<file path="config.mk">
export PLATFORM = sky130hd
export DESIGN_NAME = bcd_timekeeper
export DESIGN_NICKNAME = d
export VERILOG_FILES = /design/src/rtl/bcd_timekeeper_pkg.sv /design/src/rtl/hour_display_fmt.sv /design/src/rtl/bcd_timekeeper.sv
export SDC_FILE = /design/constraint.sdc
export NUM_CORES = 1
export LEC_CHECK = 0
export CAP_MARGIN = 15
export CORE_ASPECT_RATIO = 1.75
export CORE_MARGIN = 10
export CORE_UTILIZATION = 40
export DETAILED_ROUTE_END_ITERATION = 8
export PLACE_DENSITY_LB_ADDON = 0.25
export SETUP_SLACK_MARGIN = 0.5
export SYNTH_ARGS = -nofsm -noshare
export SYNTH_HDL_FRONTEND = slang
export SYNTH_SLANG_ARGS = --single-unit
</file>
<file path="constraint.sdc">
create_clock -name CLK100MHZ -period 7 [get_ports CLK100MHZ]
set_input_delay 1.4 -clock CLK100MHZ [delete_from_list [all_inputs] [get_ports CLK100MHZ]]
set_output_delay 1.4 -clock CLK100MHZ [all_outputs]
set_load 0.02 [all_outputs]
</file>
<file path="src/rtl/bcd_timekeeper_pkg.sv">
// Shared limits and BCD helper for the time-of-day core and its display formatter.
package bcd_timekeeper_pkg;

    localparam int SEC_MAX = 59;
    localparam int MIN_MAX = 59;
    localparam int HR_MAX  = 23;
    localparam int HR_NOON = 12;

    // Returns {tens, units}; only meaningful for inputs 0..99.
    function automatic logic [7:0] bin2bcd_0to99(input logic [6:0] bin);
        return {4'(bin / 7'd10), 4'(bin % 7'd10)};
    endfunction

endpackage

</file>
<file path="src/rtl/hour_display_fmt.sv">
// Maps the binary 0..23 hour to BCD display digits in 24h or 12h form with a PM flag.
// Latency: combinational. Backpressure: none.
// 12h mode shows midnight and noon as 12; pm is forced low in 24h mode.
module hour_display_fmt
    import bcd_timekeeper_pkg::*;
(
    input  logic [4:0] hour,
    input  logic       mode12,
    output logic [3:0] hours2,
    output logic [3:0] hours1,
    output logic       pm
);

    logic [6:0] disp;
    logic [7:0] bcd;

    always_comb begin
        disp = {2'b00, hour};
        pm   = 1'b0;
        if (mode12) begin
            pm = (hour >= 5'(HR_NOON));
            if (hour == 5'd0) begin
                disp = 7'(HR_NOON);
            end else if (hour > 5'(HR_NOON)) begin
                disp = {2'b00, hour - 5'(HR_NOON)};
            end
        end
        bcd = bin2bcd_0to99(disp);
    end

    assign hours2 = bcd[7:4];
    assign hours1 = bcd[3:0];

endmodule

</file>
<file path="src/rtl/bcd_timekeeper.sv">
// Time-of-day core: prescaler, seconds, BCD minutes, binary hour, display formatting and alarm.
// Latency: state updates on the clock edge; display digits are combinational from state.
// Backpressure: none; button pulses are accepted every cycle and merged with carries.
module bcd_timekeeper
    import bcd_timekeeper_pkg::*;
#(
    parameter int TICKS_PER_SEC = 100000000
)(
    input  logic       CLK100MHZ,
    input  logic       nReset,
    input  logic       clear,
    input  logic       mode12,
    input  logic       inc_min,
    input  logic       inc_hr,
    input  logic       alarm_en,
    input  logic [4:0] alarm_hr,
    input  logic [5:0] alarm_min,
    input  logic       alarm_ack,
    output logic       sec_tick,
    output logic [5:0] seconds,
    output logic [3:0] hours2,
    output logic [3:0] hours1,
    output logic [3:0] minutes2,
    output logic [3:0] minutes1,
    output logic       pm,
    output logic       alarm
);

    localparam int CNT_W = $clog2(TICKS_PER_SEC);

    logic [CNT_W-1:0] presc;
    logic [4:0]       hour;

    logic       tick_now;
    logic       auto_carry;
    logic       min_req;
    logic       min_wrap;
    logic       hr_carry;
    logic       hr_req;
    logic [3:0] min_tens_nxt;
    logic [3:0] min_units_nxt;
    logic [4:0] hour_nxt;
    logic       alarm_in_range;
    logic       alarm_set;

    assign tick_now   = (presc == CNT_W'(TICKS_PER_SEC - 1));
    assign auto_carry = tick_now && (seconds == 6'(SEC_MAX));
    assign min_req    = auto_carry || inc_min;
    assign min_wrap   = (minutes2 == 4'(MIN_MAX / 10)) && (minutes1 == 4'(MIN_MAX % 10));
    // Only a rollover driven by the seconds counter carries into the hour.
    assign hr_carry   = auto_carry && min_wrap;
    assign hr_req     = hr_carry || inc_hr;

    always_comb begin
        min_tens_nxt  = minutes2;
        min_units_nxt = minutes1;
        if (min_req) begin
            if (min_wrap) begin
                min_tens_nxt  = 4'd0;
                min_units_nxt = 4'd0;
            end else if (minutes1 == 4'd9) begin
                min_tens_nxt  = minutes2 + 4'd1;
                min_units_nxt = 4'd0;
            end else begin
                min_units_nxt = minutes1 + 4'd1;
            end
        end
    end

    always_comb begin
        hour_nxt = hour;
        if (hr_req) begin
            hour_nxt = (hour == 5'(HR_MAX)) ? 5'd0 : hour + 5'd1;
        end
    end

    // Compare against the post-edge time so the flag rises together with the displayed match.
    assign alarm_in_range = (alarm_hr <= 5'(HR_MAX)) && (alarm_min <= 6'(MIN_MAX));
    assign alarm_set      = auto_carry && alarm_en && alarm_in_range
                            && (hour_nxt == alarm_hr)
                            && ({min_tens_nxt, min_units_nxt} == bin2bcd_0to99({1'b0, alarm_min}));

    always_ff @(posedge CLK100MHZ or negedge nReset) begin
        if (!nReset) begin
            presc    <= '0;
            sec_tick <= 1'b0;
            seconds  <= 6'd0;
            minutes2 <= 4'd0;
            minutes1 <= 4'd0;
            hour     <= 5'd0;
            alarm    <= 1'b0;
        end else if (clear) begin
            presc    <= '0;
            sec_tick <= 1'b0;
            seconds  <= 6'd0;
            minutes2 <= 4'd0;
            minutes1 <= 4'd0;
            hour     <= 5'd0;
            alarm    <= 1'b0;
        end else begin
            presc    <= tick_now ? '0 : presc + 1'b1;
            sec_tick <= tick_now;
            if (tick_now) begin
                seconds <= (seconds == 6'(SEC_MAX)) ? 6'd0 : seconds + 6'd1;
            end
            minutes2 <= min_tens_nxt;
            minutes1 <= min_units_nxt;
            hour     <= hour_nxt;
            if (alarm_set) begin
                alarm <= 1'b1;
            end else if (alarm_ack || !alarm_en) begin
                alarm <= 1'b0;
            end
        end
    end

    hour_display_fmt u_hour_fmt (
        .hour   (hour),
        .mode12 (mode12),
        .hours2 (hours2),
        .hours1 (hours1),
        .pm     (pm)
    );

endmodule

</file>
After elaboration in Yosys (flattened, before gate mapping)
Index checks and enable logic that the tools add are counted.
Storage, ports and cells
  bits of input ports: 19
  register bits after elaboration: 48
  output and inout port bits: 25
Operators by class
  reduce and logical (&&, ||, !) cells: 15
  eq/ne operators: 7
  add/subtract/negate cells: 6
  magnitude comparators: 4
  div/mod/pow operators: 4
  multiplexer cells: 24
Operators by type and width (count)
  two-way mux 27 bit: 2
  two-way mux 4 bit: 8
  adder 27 x 1 -> 27 bit (second input constant): 1
  equality test 27 bit (second input constant): 1
  two-way mux 5 bit: 4
  two-way mux 6 bit: 3
  two-way mux 7 bit: 2
  adder 4 x 1 -> 4 bit (second input constant): 2
  equality test 8 bit: 1
  logical AND 1 bit: 8
  divider 6 x 4 -> 7 bit (second input constant): 1
  divider 7 x 4 -> 7 bit (second input constant): 1
  remainder unit 6 x 4 -> 7 bit (second input constant): 1
  remainder unit 7 x 4 -> 7 bit (second input constant): 1
  adder 6 x 1 -> 6 bit (second input constant): 1
  equality test 6 bit (second input constant): 1
  less-or-equal comparator 6 bit (second input constant): 1
  adder 5 x 1 -> 5 bit (second input constant): 1
  equality test 5 bit: 1
  equality test 5 bit (second input constant): 1
  greater-or-equal comparator 5 x 4 -> 1 bit (second input constant): 1
  > comparator 5 x 4 -> 1 bit (second input constant): 1
  less-or-equal comparator 5 bit (second input constant): 1
  logical NOT 5 bit: 1
  8 further kinds: 14

Longest topological paths before layout
  depth after elaboration: 10
  gate-level depth with buffers: 16
  depth with buffers taken out: 16

Hierarchy
From an unflattened synthesis, not the netlist that was laid out.
Second synthesis, totals
  cell total of the unflattened synthesis: 401
  area, all modules: 3412.0 um^2
Modules (own cells, without submodules)
  bcd_timekeeper: area each 3021.6 um^2, instances 1, cells an instance 344
  hour_display_fmt: area each 390.4 um^2, instances 1, cells an instance 57

Worst setup path before layout
No wires, ideal clock.
  kind: input-to-output
  from: input mode12
  to: output hours1[2]
  stages: 13
  arrival time: 3752 ps
  data required time: 5600 ps
  buffers on the path: 0
  setup slack: 1848 ps
  path through: inv_1 or3_1 nand3_1 inv_1 ha_1 inv_1 ha_1 a31o_2 xnor2_1 ha_1 a21boi_0 o21a_1 mux2i_1
On the way
  longest elaborated chain between the ends: 2
Ends and longest elaborated chain
  from (decl): line bcd_timekeeper.sv:12  | input logic mode12,
  two-way mux 7 bit: line hour_display_fmt.sv:20  | if (mode12) begin
  remainder unit 7 x 4 -> 7 bit: line bcd_timekeeper_pkg.sv:11  | return {4'(bin / 7'd10), 4'(bin % 7'd10)};
  to (decl): line bcd_timekeeper.sv:22  | output logic [3:0] hours1,
No other way between the ends.

Worst setup path after layout
  from: input mode12
  to: output hours2[0]
On the way
  longest elaborated chain between the ends: 2
Ends and longest elaborated chain
  two-way mux 7 bit: line hour_display_fmt.sv:20
  divider 7 x 4 -> 7 bit: line bcd_timekeeper_pkg.sv:11
  to (decl): line bcd_timekeeper.sv:21  | output logic [3:0] hours2,
No other way between the ends.

==> metrics.txt <==
status=complete, no violations; fmax=166 MHz; via count=3,030; fraction of the cycle the final worst path needs=86.2%; clk sinks=48; CTS Buf Count=5; # diodes=0; CTS H-tree depth=2; synthesis-to-finish area growth=18.7%; Post-DP Area=3980 sq um; DRC Markers=0; GR peak layer=met2; Syn Inst Count=406; met1 Usage GRT=14.3%; Seq/Total Area, Yosys=34.5%; initial antenna violation count=0; largest net degree at the start of global routing=49; Iter 0 DRT Violations=239; crit path launch type=input pin; FF-to-FF path depth=9; clk_lat worst skew=0.29 ns; Yosys warnings=0; synth unique cells=63; CTS root buffer=clkbuf_16; fill count=875; drt pass-1 iters=5; skew final=0.00870 ns; minimum clock period=6.03 ns; Post-synth EDFFs=0; RePlAce Congestion=0.821; Mean Syn Cell Area=8.57 sq um; top_reg_cell synth=dfrtp_1; Reg clk slew, reported paths=0.06 ns; Longest Clk Path Bufs=2; ys async rst share=100%; share of post-route cells with drive strength above 1=5.22%; # nets final=476; std cell rows=45; worst slew pin tran=0.642 ns; CP required=5.60 ns; vias in the first global route=3,030; pwr/cell area=156 nW/um^2; first-pass GRT wire length=14.5 mm; Critical Path Fanout Max=5; post-DR vias/cell=5.43; PortBufs=41; reg2reg start=minutes1[1]$_DFF_PN0_; final slew viol count=0; met3 Usage GRT=2.30%; die area=13,000 sq um; Setup TNS Final=0 ns; Leakage Power=1.73 nW; min-delay worst type=register to register; Post-CTS Setup Inserts=0; core area=8560 sq um; CTS tree=built; final hold vios=0; WL final=8.43 mm; flop2flop setup slack=4.16 ns; GRT Util Overall=13.4%; RR Endpoint=alarm$_DFFE_PN0P_; worst-case headroom to the max-slew limit=57.1%; Layout Cell Area excl Fill=4130 sq um; io pins=44; final setup violation count=0; CP arrival=4.63 ns; Setup crit end kind=output pin; CP Capture Point=hours2[0]; total grt overflow=0; Worst Setup SP=mode12; hold buffers post-CTS=0; Post-DRT Antenna Nets=0; Synth Cell Area=3480 sq um; wire per inst=15.1 microns; Worst Path Class, Setup=input pin to output pin; RSZ-0062 raised after global routing=no; Die Wd=90.5 microns; Max Cap Viol=0; Initial Utilization=40.6%; VDD IR max=0.000163 V; chip height=143 microns; met2 usage=25.9%; number of synthesized register bits=48; DP HPWL=6.48 mm
[per-layer routing]
metal	vias up	share of wire (%)
met5	-	0
met4	0	1.3
li1	1505	-
met1	1479	40
met2	39	56
met3	7	2.5
[cells by family (layout without fill, tap and decap cells)]
family	after synthesis	count (layout)	synth area share, %
AND/OR/NAND/NOR	188	188	29.7
buffers and inverters	30	64	3.49
AO/OA/AOI/OAI	78	78	14.4
flip-flops	48	48	34.5
other	1	2	0.108
XOR/XNOR	37	37	9.32
adder cells (fa/ha/maj)	18	18	6.40
multiplexers	6	6	2.09
[sequential cells by signal, indices dropped and copies added (netlist names)]
name      count
minutes1      4
seconds       6
minutes2      4
hour          5
sec_tick      1
alarm         1
presc        27
[power breakdown]
group          internal, mW  switching [mW]
clock                 0.141           0.105
sequential            0.282         0.00671
combinational        0.0496          0.0608
[critical path: stages]
cell             delay [ns]
clkdlybuf4s50_1        0.53
inv_1                  0.10
o21ai_0                0.24
nand3_1                0.19
inv_1                  0.09
ha_1                   0.13
inv_1                  0.04
ha_1                   0.18
a31o_2                 0.25
xnor2_1                0.26
ha_1                   0.24
a21boi_0               0.18
o21a_1                 0.20
inv_1                  0.07
clkdlybuf4s50_1        0.54
[layout make-up]
class | instances | area, sq um | area share [%]
inverters | 13 | 48.8 | 1.18
multi-input cells | 329 | 2160 | 52.3
clock inverters | 2 | 10.0 | 0.242
repair buffers | 43 | 425 | 10.3
well taps | 117 | 146 | 3.54
flip-flops and latches | 48 | 1200 | 29.1
clock buffers | 6 | 139 | 3.36
[per-stage QoR]
stage | power, mW | util (%) | worst slack [ns] | cells | hold slack [ns]
finish | 0.644 | 48.3 | 0.968 | 558 | 0.488
global route | 0.673 | 48.3 | 0.685 | 558 | 0.520
CTS | 0.652 | 48.2 | 0.733 | 558 | 0.494
detailed placement | 0.406 | 46.5 | 0.764 | 550 | 0.486
global placement | 0.404 | 46.5 | 0.877 | 550 | 0.489
floorplan | 0.363 | - | 1.85 | 407 | 0.455
[worst min path at each step]
| stage | from | end | slack, ns | cells past startpoint |
|---|---|---|---|---|
| 5_1_grt | presc[0]$_DFF_PN0_ | presc[0]$_DFF_PN0_ | 0.52 | 1 |
| 6_report | presc[0]$_DFF_PN0_ | presc[0]$_DFF_PN0_ | 0.49 | 1 |
| 2_1_floorplan | presc[0]$_DFF_PN0_ | presc[0]$_DFF_PN0_ | 0.46 | 1 |
| 3_5_place_dp | presc[0]$_DFF_PN0_ | presc[0]$_DFF_PN0_ | 0.49 | 1 |
| 3_3_place_gp | presc[0]$_DFF_PN0_ | presc[0]$_DFF_PN0_ | 0.49 | 1 |
| 4_1_cts | presc[0]$_DFF_PN0_ | presc[0]$_DFF_PN0_ | 0.49 | 1 |
[cell usage after synthesis (4+ instances only)]
library cell  number  share of area [%]
and4_1             4                1.0
xnor2_1           16                4.0
inv_1             13                1.4
nor3b_1            4               0.86
nand2_1           33                3.6
and2_1             8                1.4
and3b_1            4                1.0
ha_1              17                6.1
and3_1             8                1.4
nand2b_1           6                1.1
nor3_1             5               0.72
a21oi_1           22                3.2
nand3_1           26                3.7
or3_1              7                1.3
mux2i_1            5                1.4
dfrtp_1           48                 35
clkbuf_1          14                1.5
xor2_1            21                5.3
o21ai_0           23                3.3
nor2_1            48                5.2
nand4_1            9                1.6
nor2b_1            5               0.90
[cells in the final DEF (no fill, tap or decap), types with 6 or more instances in the layout]
cell type / netlist / layout
nor2_1: 48 / 48
dfrtp_1: 48 / 48
clkdlybuf4s50_1: 0 / 38
nand2_1: 33 / 33
nand3_1: 26 / 26
o21ai_0: 23 / 23
a21oi_1: 22 / 22
xor2_1: 21 / 21
ha_1: 17 / 17
xnor2_1: 16 / 16
inv_1: 13 / 13
nand4_1: 9 / 9
and2_1: 8 / 8
and3_1: 8 / 8
or3_1: 7 / 7
nand2b_1: 6 / 6
[what timing repair did]
item / 4_1_cts / 5_1_grt
hold endpoints to repair: 0 / 0
setup endpoints to repair: 0 / 2
resized for setup: 0 / 2
Note: power is estimated with default switching activity, not from simulation.
